--- src/rtl/furv_pkg.sv ---
// Shared encodings for the furv RV32I pipeline: execute kinds, ALU operations
// and base-ISA opcodes.
package furv_pkg;

  typedef enum logic [3:0] {
    K_ALU     = 4'd0,
    K_ALUI    = 4'd1,
    K_LUI     = 4'd2,
    K_AUIPC   = 4'd3,
    K_JAL     = 4'd4,
    K_JALR    = 4'd5,
    K_BRANCH  = 4'd6,
    K_LOAD    = 4'd7,
    K_STORE   = 4'd8,
    K_ILLEGAL = 4'd9
  } kind_e;

  typedef enum logic [3:0] {
    A_ADD  = 4'd0,
    A_SUB  = 4'd1,
    A_SLL  = 4'd2,
    A_SLT  = 4'd3,
    A_SLTU = 4'd4,
    A_XOR  = 4'd5,
    A_SRL  = 4'd6,
    A_SRA  = 4'd7,
    A_OR   = 4'd8,
    A_AND  = 4'd9
  } aluop_e;

  localparam logic [6:0] OP     = 7'b0110011;
  localparam logic [6:0] OP_IMM = 7'b0010011;
  localparam logic [6:0] LUI    = 7'b0110111;
  localparam logic [6:0] AUIPC  = 7'b0010111;
  localparam logic [6:0] JAL    = 7'b1101111;
  localparam logic [6:0] JALR   = 7'b1100111;
  localparam logic [6:0] BRANCH = 7'b1100011;
  localparam logic [6:0] LOAD   = 7'b0000011;
  localparam logic [6:0] STORE  = 7'b0100011;

  // alt selects SUB/SRA; callers only raise it where funct7[5] is meaningful
  function automatic aluop_e alu_from_f3(input logic [2:0] f3, input logic alt);
    aluop_e op;
    case (f3)
      3'b000:  op = alt ? A_SUB : A_ADD;
      3'b001:  op = A_SLL;
      3'b010:  op = A_SLT;
      3'b011:  op = A_SLTU;
      3'b100:  op = A_XOR;
      3'b101:  op = alt ? A_SRA : A_SRL;
      3'b110:  op = A_OR;
      default: op = A_AND;
    endcase
    return op;
  endfunction

endpackage

--- src/rtl/furv_dec.sv ---
// Combinational RV32I decoder: classifies the instruction, extracts the immediate
// and reports which register fields are actually used.
module furv_dec
  import furv_pkg::*;
(
  input  logic [31:0] i_instr,
  output kind_e       o_kind,
  output aluop_e      o_aluop,
  output logic [2:0]  o_funct3,
  output logic [31:0] o_imm,
  output logic [4:0]  o_rd,
  output logic [4:0]  o_rs1,
  output logic [4:0]  o_rs2,
  output logic        o_use_rs1,
  output logic        o_use_rs2
);

  logic [6:0]  w_opcode;
  logic [6:0]  w_funct7;
  logic [2:0]  w_funct3;
  logic [31:0] w_imm_i;
  logic [31:0] w_imm_s;
  logic [31:0] w_imm_b;
  logic [31:0] w_imm_u;
  logic [31:0] w_imm_j;
  logic        w_has_rd;

  assign w_opcode = i_instr[6:0];
  assign w_funct3 = i_instr[14:12];
  assign w_funct7 = i_instr[31:25];

  assign w_imm_i = {{20{i_instr[31]}}, i_instr[31:20]};
  assign w_imm_s = {{20{i_instr[31]}}, i_instr[31:25], i_instr[11:7]};
  assign w_imm_b = {{19{i_instr[31]}}, i_instr[31], i_instr[7], i_instr[30:25],
                    i_instr[11:8], 1'b0};
  assign w_imm_u = {i_instr[31:12], 12'b0};
  assign w_imm_j = {{11{i_instr[31]}}, i_instr[31], i_instr[19:12], i_instr[20],
                    i_instr[30:21], 1'b0};

  always_comb begin
    o_kind    = K_ILLEGAL;
    o_aluop   = A_ADD;
    o_imm     = '0;
    w_has_rd  = 1'b0;
    o_use_rs1 = 1'b0;
    o_use_rs2 = 1'b0;
    case (w_opcode)
      OP: begin
        if (w_funct7 == 7'h00 ||
            (w_funct7 == 7'h20 && (w_funct3 == 3'b000 || w_funct3 == 3'b101))) begin
          o_kind    = K_ALU;
          o_aluop   = alu_from_f3(w_funct3, w_funct7[5]);
          w_has_rd  = 1'b1;
          o_use_rs1 = 1'b1;
          o_use_rs2 = 1'b1;
        end
      end
      OP_IMM: begin
        // shift-immediates reuse the upper imm bits as funct7
        if ((w_funct3 != 3'b001 && w_funct3 != 3'b101) ||
            (w_funct3 == 3'b001 && w_funct7 == 7'h00) ||
            (w_funct3 == 3'b101 && (w_funct7 == 7'h00 || w_funct7 == 7'h20))) begin
          o_kind    = K_ALUI;
          o_aluop   = alu_from_f3(w_funct3, (w_funct3 == 3'b101) && w_funct7[5]);
          o_imm     = w_imm_i;
          w_has_rd  = 1'b1;
          o_use_rs1 = 1'b1;
        end
      end
      LUI: begin
        o_kind   = K_LUI;
        o_imm    = w_imm_u;
        w_has_rd = 1'b1;
      end
      AUIPC: begin
        o_kind   = K_AUIPC;
        o_imm    = w_imm_u;
        w_has_rd = 1'b1;
      end
      JAL: begin
        o_kind   = K_JAL;
        o_imm    = w_imm_j;
        w_has_rd = 1'b1;
      end
      JALR: begin
        if (w_funct3 == 3'b000) begin
          o_kind    = K_JALR;
          o_imm     = w_imm_i;
          w_has_rd  = 1'b1;
          o_use_rs1 = 1'b1;
        end
      end
      BRANCH: begin
        if (w_funct3 != 3'b010 && w_funct3 != 3'b011) begin
          o_kind    = K_BRANCH;
          o_imm     = w_imm_b;
          o_use_rs1 = 1'b1;
          o_use_rs2 = 1'b1;
        end
      end
      LOAD: begin
        if (w_funct3 != 3'b011 && w_funct3 != 3'b110 && w_funct3 != 3'b111) begin
          o_kind    = K_LOAD;
          o_imm     = w_imm_i;
          w_has_rd  = 1'b1;
          o_use_rs1 = 1'b1;
        end
      end
      STORE: begin
        if (w_funct3 == 3'b000 || w_funct3 == 3'b001 || w_funct3 == 3'b010) begin
          o_kind    = K_STORE;
          o_imm     = w_imm_s;
          o_use_rs1 = 1'b1;
          o_use_rs2 = 1'b1;
        end
      end
      default: ;
    endcase
  end

  assign o_funct3 = w_funct3;
  assign o_rd     = w_has_rd  ? i_instr[11:7]  : 5'd0;
  assign o_rs1    = o_use_rs1 ? i_instr[19:15] : 5'd0;
  assign o_rs2    = o_use_rs2 ? i_instr[24:20] : 5'd0;

endmodule

--- src/rtl/furv_de.sv ---
// furv decode/issue stage: one-entry fetch buffer, scoreboard-gated issue and the
// registered execute payload.
module furv_de
  import furv_pkg::*;
(
  input  logic        clk,
  input  logic        rst,
  input  logic        if_valid,
  input  logic [31:0] if_instr,
  input  logic [31:0] if_pc,
  output logic        de_ready,
  output logic [4:0]  de_rs1_index,
  output logic [4:0]  de_rs2_index,
  output logic [4:0]  de_lock_rd,
  output logic        de_stall,
  input  logic [31:0] rf_rs1,
  input  logic [31:0] rf_rs2,
  input  logic        rf_rs1_ready,
  input  logic        rf_rs2_ready,
  output logic        ex_valid,
  input  logic        ex_ready,
  input  logic        ex_flush,
  output logic [3:0]  ex_kind,
  output logic [3:0]  ex_aluop,
  output logic [2:0]  ex_funct3,
  output logic [31:0] ex_a,
  output logic [31:0] ex_b,
  output logic [31:0] ex_imm,
  output logic [4:0]  ex_rd,
  output logic [31:0] ex_pc
);

  logic        r_buf_valid;
  logic [31:0] r_buf_instr;
  logic [31:0] r_buf_pc;

  logic        r_ex_valid;
  logic [3:0]  r_ex_kind;
  logic [3:0]  r_ex_aluop;
  logic [2:0]  r_ex_funct3;
  logic [31:0] r_ex_a;
  logic [31:0] r_ex_b;
  logic [31:0] r_ex_imm;
  logic [4:0]  r_ex_rd;
  logic [31:0] r_ex_pc;

  kind_e       w_kind;
  aluop_e      w_aluop;
  logic [2:0]  w_funct3;
  logic [31:0] w_imm;
  logic [4:0]  w_rd;
  logic [4:0]  w_rs1;
  logic [4:0]  w_rs2;
  logic        w_use_rs1;
  logic        w_use_rs2;
  logic        w_src1_ok;
  logic        w_src2_ok;
  logic        w_issue;
  logic        w_accept;

  furv_dec u_dec (
    .i_instr   (r_buf_instr),
    .o_kind    (w_kind),
    .o_aluop   (w_aluop),
    .o_funct3  (w_funct3),
    .o_imm     (w_imm),
    .o_rd      (w_rd),
    .o_rs1     (w_rs1),
    .o_rs2     (w_rs2),
    .o_use_rs1 (w_use_rs1),
    .o_use_rs2 (w_use_rs2)
  );

  // x0 and unused sources never block issue
  assign w_src1_ok = !w_use_rs1 || (w_rs1 == 5'd0) || rf_rs1_ready;
  assign w_src2_ok = !w_use_rs2 || (w_rs2 == 5'd0) || rf_rs2_ready;

  assign w_issue  = r_buf_valid && w_src1_ok && w_src2_ok && (!r_ex_valid || ex_ready) && !ex_flush;
  assign de_ready = !r_buf_valid || w_issue;
  assign w_accept = if_valid && de_ready && !ex_flush;

  assign de_stall     = !w_issue;
  assign de_lock_rd   = w_issue ? w_rd : 5'd0;
  assign de_rs1_index = r_buf_valid ? w_rs1 : 5'd0;
  assign de_rs2_index = r_buf_valid ? w_rs2 : 5'd0;

  // Fetch buffer: control
  always_ff @(posedge clk or posedge rst) begin
    if (rst) begin
      r_buf_valid <= 1'b0;
    end else if (ex_flush) begin
      r_buf_valid <= 1'b0;
    end else if (w_accept) begin
      r_buf_valid <= 1'b1;
    end else if (w_issue) begin
      r_buf_valid <= 1'b0;
    end
  end

  // Fetch buffer: data, qualified by r_buf_valid
  always_ff @(posedge clk) begin
    if (w_accept) begin
      r_buf_instr <= if_instr;
      r_buf_pc    <= if_pc;
    end
  end

  // Execute payload
  always_ff @(posedge clk or posedge rst) begin
    if (rst) begin
      r_ex_valid  <= 1'b0;
      r_ex_kind   <= '0;
      r_ex_aluop  <= '0;
      r_ex_funct3 <= '0;
      r_ex_a      <= '0;
      r_ex_b      <= '0;
      r_ex_imm    <= '0;
      r_ex_rd     <= '0;
      r_ex_pc     <= '0;
    end else if (ex_flush) begin
      r_ex_valid <= 1'b0;
    end else if (w_issue) begin
      r_ex_valid  <= 1'b1;
      r_ex_kind   <= w_kind;
      r_ex_aluop  <= w_aluop;
      r_ex_funct3 <= w_funct3;
      r_ex_a      <= rf_rs1;
      r_ex_b      <= rf_rs2;
      r_ex_imm    <= w_imm;
      r_ex_rd     <= w_rd;
      r_ex_pc     <= r_buf_pc;
    end else if (ex_ready) begin
      r_ex_valid <= 1'b0;
    end
  end

  assign ex_valid  = r_ex_valid;
  assign ex_kind   = r_ex_kind;
  assign ex_aluop  = r_ex_aluop;
  assign ex_funct3 = r_ex_funct3;
  assign ex_a      = r_ex_a;
  assign ex_b      = r_ex_b;
  assign ex_imm    = r_ex_imm;
  assign ex_rd     = r_ex_rd;
  assign ex_pc     = r_ex_pc;

endmodule

--- config.mk ---
export PLATFORM = sky130hd
export DESIGN_NAME = furv_de
export DESIGN_NICKNAME = d
export VERILOG_FILES = /design/src/rtl/furv_pkg.sv /design/src/rtl/furv_dec.sv /design/src/rtl/furv_de.sv
export SDC_FILE = /design/constraint.sdc
export NUM_CORES = 1
export LEC_CHECK = 0
export BUFFER_PORTS_ARGS = -buffer_cell sky130_fd_sc_hd__buf_2
export CAP_MARGIN = 20
export CORE_MARGIN = 3
export CORE_UTILIZATION = 50
export CTS_CLUSTER_DIAMETER = 40
export DETAILED_ROUTE_END_ITERATION = 10
export PLACE_DENSITY = 0.8
export SLEW_MARGIN = 20
export SYNTH_ARGS = -nofsm -noshare
export SYNTH_HDL_FRONTEND = slang
export SYNTH_SLANG_ARGS = --single-unit
--- constraint.sdc ---
create_clock -name clk -period 9.8 [get_ports clk]
set_clock_uncertainty 0.1 [all_clocks]
set_input_delay 2.45 -clock clk [delete_from_list [all_inputs] [get_ports clk]]
set_output_delay 2.45 -clock clk [all_outputs]
set_load 0.01 [all_outputs]
### Word-level counts from Yosys, hierarchy flattened

Cells that the tools add are included.

* register bits after elaboration: 210
* input bits: 135
* output and inout bits: 162
* word-level logic and storage cells: 120

* eq/ne operators: 22
* bitwise logic cells: 1
* mux-type cells: 43
* reduce and logical (&&, ||, !) cells: 42

Operators by type and width (number)
* case mux 32 bit (7 select lines): 1
* 2-to-1 mux 32 bit: 5
* case mux 4 bit (7 select lines): 2
* case mux 4 bit (9 select lines): 1
* 2-to-1 mux 5 bit: 6
* equality test 7 x 6 -> 1 bit (second input constant): 4
* 2-to-1 mux 4 bit: 7
* equality test 7 bit (second input constant): 3
* 2-to-1 mux 1 bit: 17
* equality test 7 x 5 -> 1 bit (second input constant): 2
* logical AND 1 bit: 14
* logical OR 1 bit: 13
* logical NOT 5 bit: 2
* equality test 3 bit (second input constant): 3
* inequality test 3 bit (second input constant): 3
* case mux 4 bit (2 select lines): 1
* equality test 7 x 2 -> 1 bit (second input constant): 1
* logical NOT 7 bit: 1
* equality test 3 x 2 -> 1 bit (second input constant): 2
* logical NOT 1 bit: 6
* inequality test 3 x 2 -> 1 bit (second input constant): 2
* case mux 1 bit (6 select lines): 1
* nonzero test 3 bit: 2
* case mux 1 bit (5 select lines): 1
* other kinds (8): 8

### Depth between registers and ports, before layout

* word-level depth: 19
* gate-level depth with buffers: 9
* gate-level depth less buffers: 6

### Cells and area by module

A second synthesis with hierarchy kept.

* cell total of the unflattened synthesis: 575
* area total of the unflattened synthesis: 8962.3 µm²

By module, submodules not included
* furv_de: instances 1, sequential area each 5575.3 µm², area an instance 7880.1 µm², cells an instance 411
* furv_dec: instances 1, sequential area each 0.0 µm², area an instance 1082.3 µm², cells an instance 164

### Worst setup path after synthesis

Ideal clock, no wire load.

* path type: input -> register
* start point: input rf_rs1_ready
* end point: register r_buf_instr[0], enable pin
* required time: 9.121 ns
* arrival time: 7.658 ns
* cell stages on the path: 4
* buffers on the path: 0
* path slack: 1.463 ns
* setup time: 0.579 ns
* cells stage by stage: o21bai_1 -> a21oi_1 -> o311a_1 -> nor3b_1

* cells in the longest elaborated chain, start to end: 8

RTL lines
* from (decl): line furv_de.sv:18 `input logic rf_rs1_ready,`
* logical OR 1 bit: line furv_de.sv:75 `assign w_src1_ok = !w_use_rs1 || (w_rs1 == 5'd0) || rf_rs1_ready;`
* logical AND 1 bit (4 in a row): line furv_de.sv:78 `assign w_issue = r_buf_valid && w_src1_ok && w_src2_ok && (!r_ex_valid || ex_ready) && !ex_flush;`
* logical OR 1 bit: line furv_de.sv:79 `assign de_ready = !r_buf_valid || w_issue;`
* logical AND 1 bit (2 in a row): line furv_de.sv:80 `assign w_accept = if_valid && de_ready && !ex_flush;`
* via w_accept: line furv_de.sv:59 `logic w_accept;`
* to (signal assigned): line furv_de.sv:103 `r_buf_instr <= if_instr;`
* to (decl): line furv_de.sv:34 `logic [31:0] r_buf_instr;`

The timed path passes the listed nets, and every way through them passes these cells.
A chain may end at the register's enable or synchronous reset.

### Worst setup path after layout

* start point: input rf_rs1_ready
* end point: output de_lock_rd[1]

* cells in the longest elaborated chain, start to end: 6

RTL lines
* logical OR 1 bit: line furv_de.sv:75
* logical AND 1 bit (4 in a row): line furv_de.sv:78
* 2-to-1 mux 5 bit: line furv_de.sv:83 `assign de_lock_rd = w_issue ? w_rd : 5'd0;`
* to (decl): line furv_de.sv:14 `output logic [4:0] de_lock_rd,`

Every way passes these cells.

==> impl_metrics.ini <==
[run_status]
status = finished, final reports clean

[timing]
fin_crit_ns = 6.78
max_freq_ghz = 0.148
final.setup.tns_ns = 0
timing.final.ws_setup_ns = 3.02
slew_viol_final = 0
final_hold_viol_count = 0
period_share = 0.691
rsz0062_at_grt = false
tightest_slew_ns = 0.885
setup_violations = 0
relSlewSlack = 0.410

[critical_path]
cp_top_family = buffers and inverters
worst-setup-path-type = in2out
start_kind = input pin
worst_ep_required_time_ns = 7.25
crit_chain = buf_2, o21bai_1, o21a_1, a31o_1, o21ai_4, buf_4, nor3b_1, buf_2
crit_buf_inv = 3
cp_common_cell = buf_2
path_max_fanout = 48
critical_path_arrival_ns = 4.23
crit_slowest_cell = buf_4
cp-end-kind = output port
cp_slowest_stage_delay_ns = 0.63
r2r-start = r_buf_instr[31]
critPathLaunch = rf_rs1_ready

[detailed_routing]
drt-pass1-iter-count = 5
top_layer = met5
dr_wl_met3_mm = 1.92
ant_nets = 0
wl_per_cell_microns = 18.4
route.vias.total = 5814
viasPerCell = 5.18
met1_length_mm = 8.21
wl_mm = 20.7
remaining_drc_errors = 0
wl_met2_mm = 9.88
drt_iter0_markers = 274

[logic_synthesis]
synth_ff_type = dfrtp_1
synth_edf_count = 64
yosysSeqAreaShare = 0.639
async_reset_ff_frac = 0.695
syn_nets = 713
ys_warn_count = 0
syn_avg_cell_area_sq_um = 15.1
synth_area_sq_um = 8730
synthCells = 578
ys_seq_elements = 210
ys_types = 61

[global_routing]
grtUsageTotal = 0.214
grt_overflow = 0
grt_max_degree = 93
grt_pass1_vias = 6188
grt_pass1_wl_mm = 33.4
antenna_found_initial = 2

[finish]
fillers = 1236
nets = 1016
area_delta_synth_final_pct = 29.2
drive_gt1_frac = 0.525
final_util = 0.671
fin_area_sq_um = 11300
antenna_cells = 0

[hold_path]
worstHoldStart = r_buf_pc[30]
hp-class = reg2reg

[clock_network]
cts.sinks = 210
cts_max_level = 1
cts_resized = 0
clk_path_buf_depth = 3
path_clk_slew_ns = 0.06
insertion_delay_ns = 0.52
cts-root-buf = clkbuf_16
cts_setup_buffers = 0
cts_tree = yes
numCtsBuffers = 28
cts_hold_buf = 0

[floorplan]
die_height_microns = 138
core.rowCount = 47
fp.dieArea_sq_um = 19100
die_w_microns = 138
initial_core_util = 0.519
core_area_sq_um = 16800
pin_count = 297

[power_and_ir_drop]
power_mw = 2.46
powerDensity_nw_per_um2 = 218
ir_drop_v = 0.000159
leakage_nw = 5.62

[flow_run]
maxCapViolCount = 0

[placement]
dp_hpwl_mm = 14.5
dp_slack_ns = 3.00
io_buffers = 296
gp_congestion = 0.870
placed_area_sq_um = 10300
[metrics by stage]
step | hold slack [ns] | instances
3_3_place_gp | 0.356 | 1071
2_1_floorplan | 0.355 | 578
5_1_grt | 0.387 | 1123
6_report | 0.375 | 1123
4_1_cts | 0.380 | 1123
3_5_place_dp | 0.365 | 1071
[cell usage after synthesis, types with 2 or more instances]
library cell | count | area [sq um]
a21oi_1 | 24 | 120
and3_1 | 6 | 37.5
edfxtp_1 | 64 | 1920
buf_2 | 5 | 25.0
a22o_1 | 5 | 43.8
nand2_1 | 24 | 90.1
nor2b_1 | 5 | 31.3
clkbuf_1 | 5 | 18.8
mux2i_1 | 35 | 350
o21a_1 | 3 | 22.5
mux2_4 | 49 | 736
buf_4 | 8 | 60.1
o21bai_1 | 2 | 15.0
buf_6 | 4 | 45.0
nand2b_1 | 4 | 25.0
nand3_1 | 6 | 30.0
buf_12 | 5 | 100
a31oi_1 | 2 | 12.5
nor2_1 | 8 | 30.0
mux2_2 | 61 | 687
dfrtp_1 | 146 | 3650
a211oi_1 | 2 | 15.0
o21ai_0 | 8 | 40.0
inv_1 | 41 | 154
and2_1 | 7 | 43.8
nor3b_1 | 6 | 45.0
or4_1 | 3 | 22.5
nand4_1 | 4 | 25.0
or3_1 | 2 | 12.5
o311a_1 | 2 | 20.0
nor3_1 | 2 | 10.0
[final cells by class]
cell class                 instances  area (sq um)  area share
timing repair buffer             301          1520       0.135
clock buffer                      34           774      0.0687
multi-input combinational        298          2750       0.243
inverter                          42           163      0.0144
clock inverter                    18           226      0.0201
tap                              220           275      0.0244
sequential                       210          5580       0.494
[layer usage]
layer | up-vias | GRT usage
met5 | - | 0
met4 | 4 | 0.0718
li1 | 2668 | -
met3 | 52 | 0.0653
met1 | 2820 | 0.275
met2 | 270 | 0.350
[worst register-to-register path, cell delays in order, from the launching register on]
cell and delay (ns):
edfxtp_1 0.44, nor4_1 0.51, a31oi_1 0.24, nor3_1 0.50, nor4_4 0.12, o21ai_4 0.17
buf_4 0.59, buf_4 0.75, mux2_2 0.48
[logic make-up after synthesis]
kind of cell | Yosys count | synth area share
flip-flops | 210 | 0.639
multiplexers | 145 | 0.203
AND/OR/NAND/NOR | 91 | 0.0621
buffers and inverters | 70 | 0.0483
AO/OA/AOI/OAI | 61 | 0.0469
XOR/XNOR | 1 | 0.00100
[power by group]
group	internal, mW	switching [mW]
Sequential	1.01	0.0566
Clock	0.674	0.385
Combinational	0.179	0.157
[path summary, 6_finish.rpt]
path | endpoint | slack [ns] | depth (start not counted)
min in group asynchronous | ex_b[22] | 1.99 | 2
max reg2reg | ex_pc[1] | 5.77 | 8
min | ex_pc[30] | 0.37 | 1
max in group asynchronous | ex_pc[7] | 6.38 | 3
min reg2reg | ex_pc[30] | 0.37 | 1
max | de_lock_rd[1] | 3.02 | 8
[registers in the layout, summed over array words and instances, names as in the netlist]
name         count
ex_a            32
ex_b            32
ex_imm          32
ex_pc           32
r_buf_instr     32
r_buf_pc        32
ex_rd            5
ex_aluop         4
ex_kind          4
ex_funct3        3
ex_valid         1
r_buf_valid      1
[cell usage in the layout, fill, tap and decap left out, types with 6 or more instances in the layout]
cell,n
inv_6,6
buf_2,296
clkbuf_16,29
o21ai_0,8
mux2_4,49
nand3_1,6
nor2_1,8
nand2_1,24
mux2_2,61
and3_1,6
and2_1,7
a21oi_1,24
dfrtp_1,146
edfxtp_1,64
inv_1,40
mux2i_1,35
Note: power is estimated with default switching activity, not from simulation.
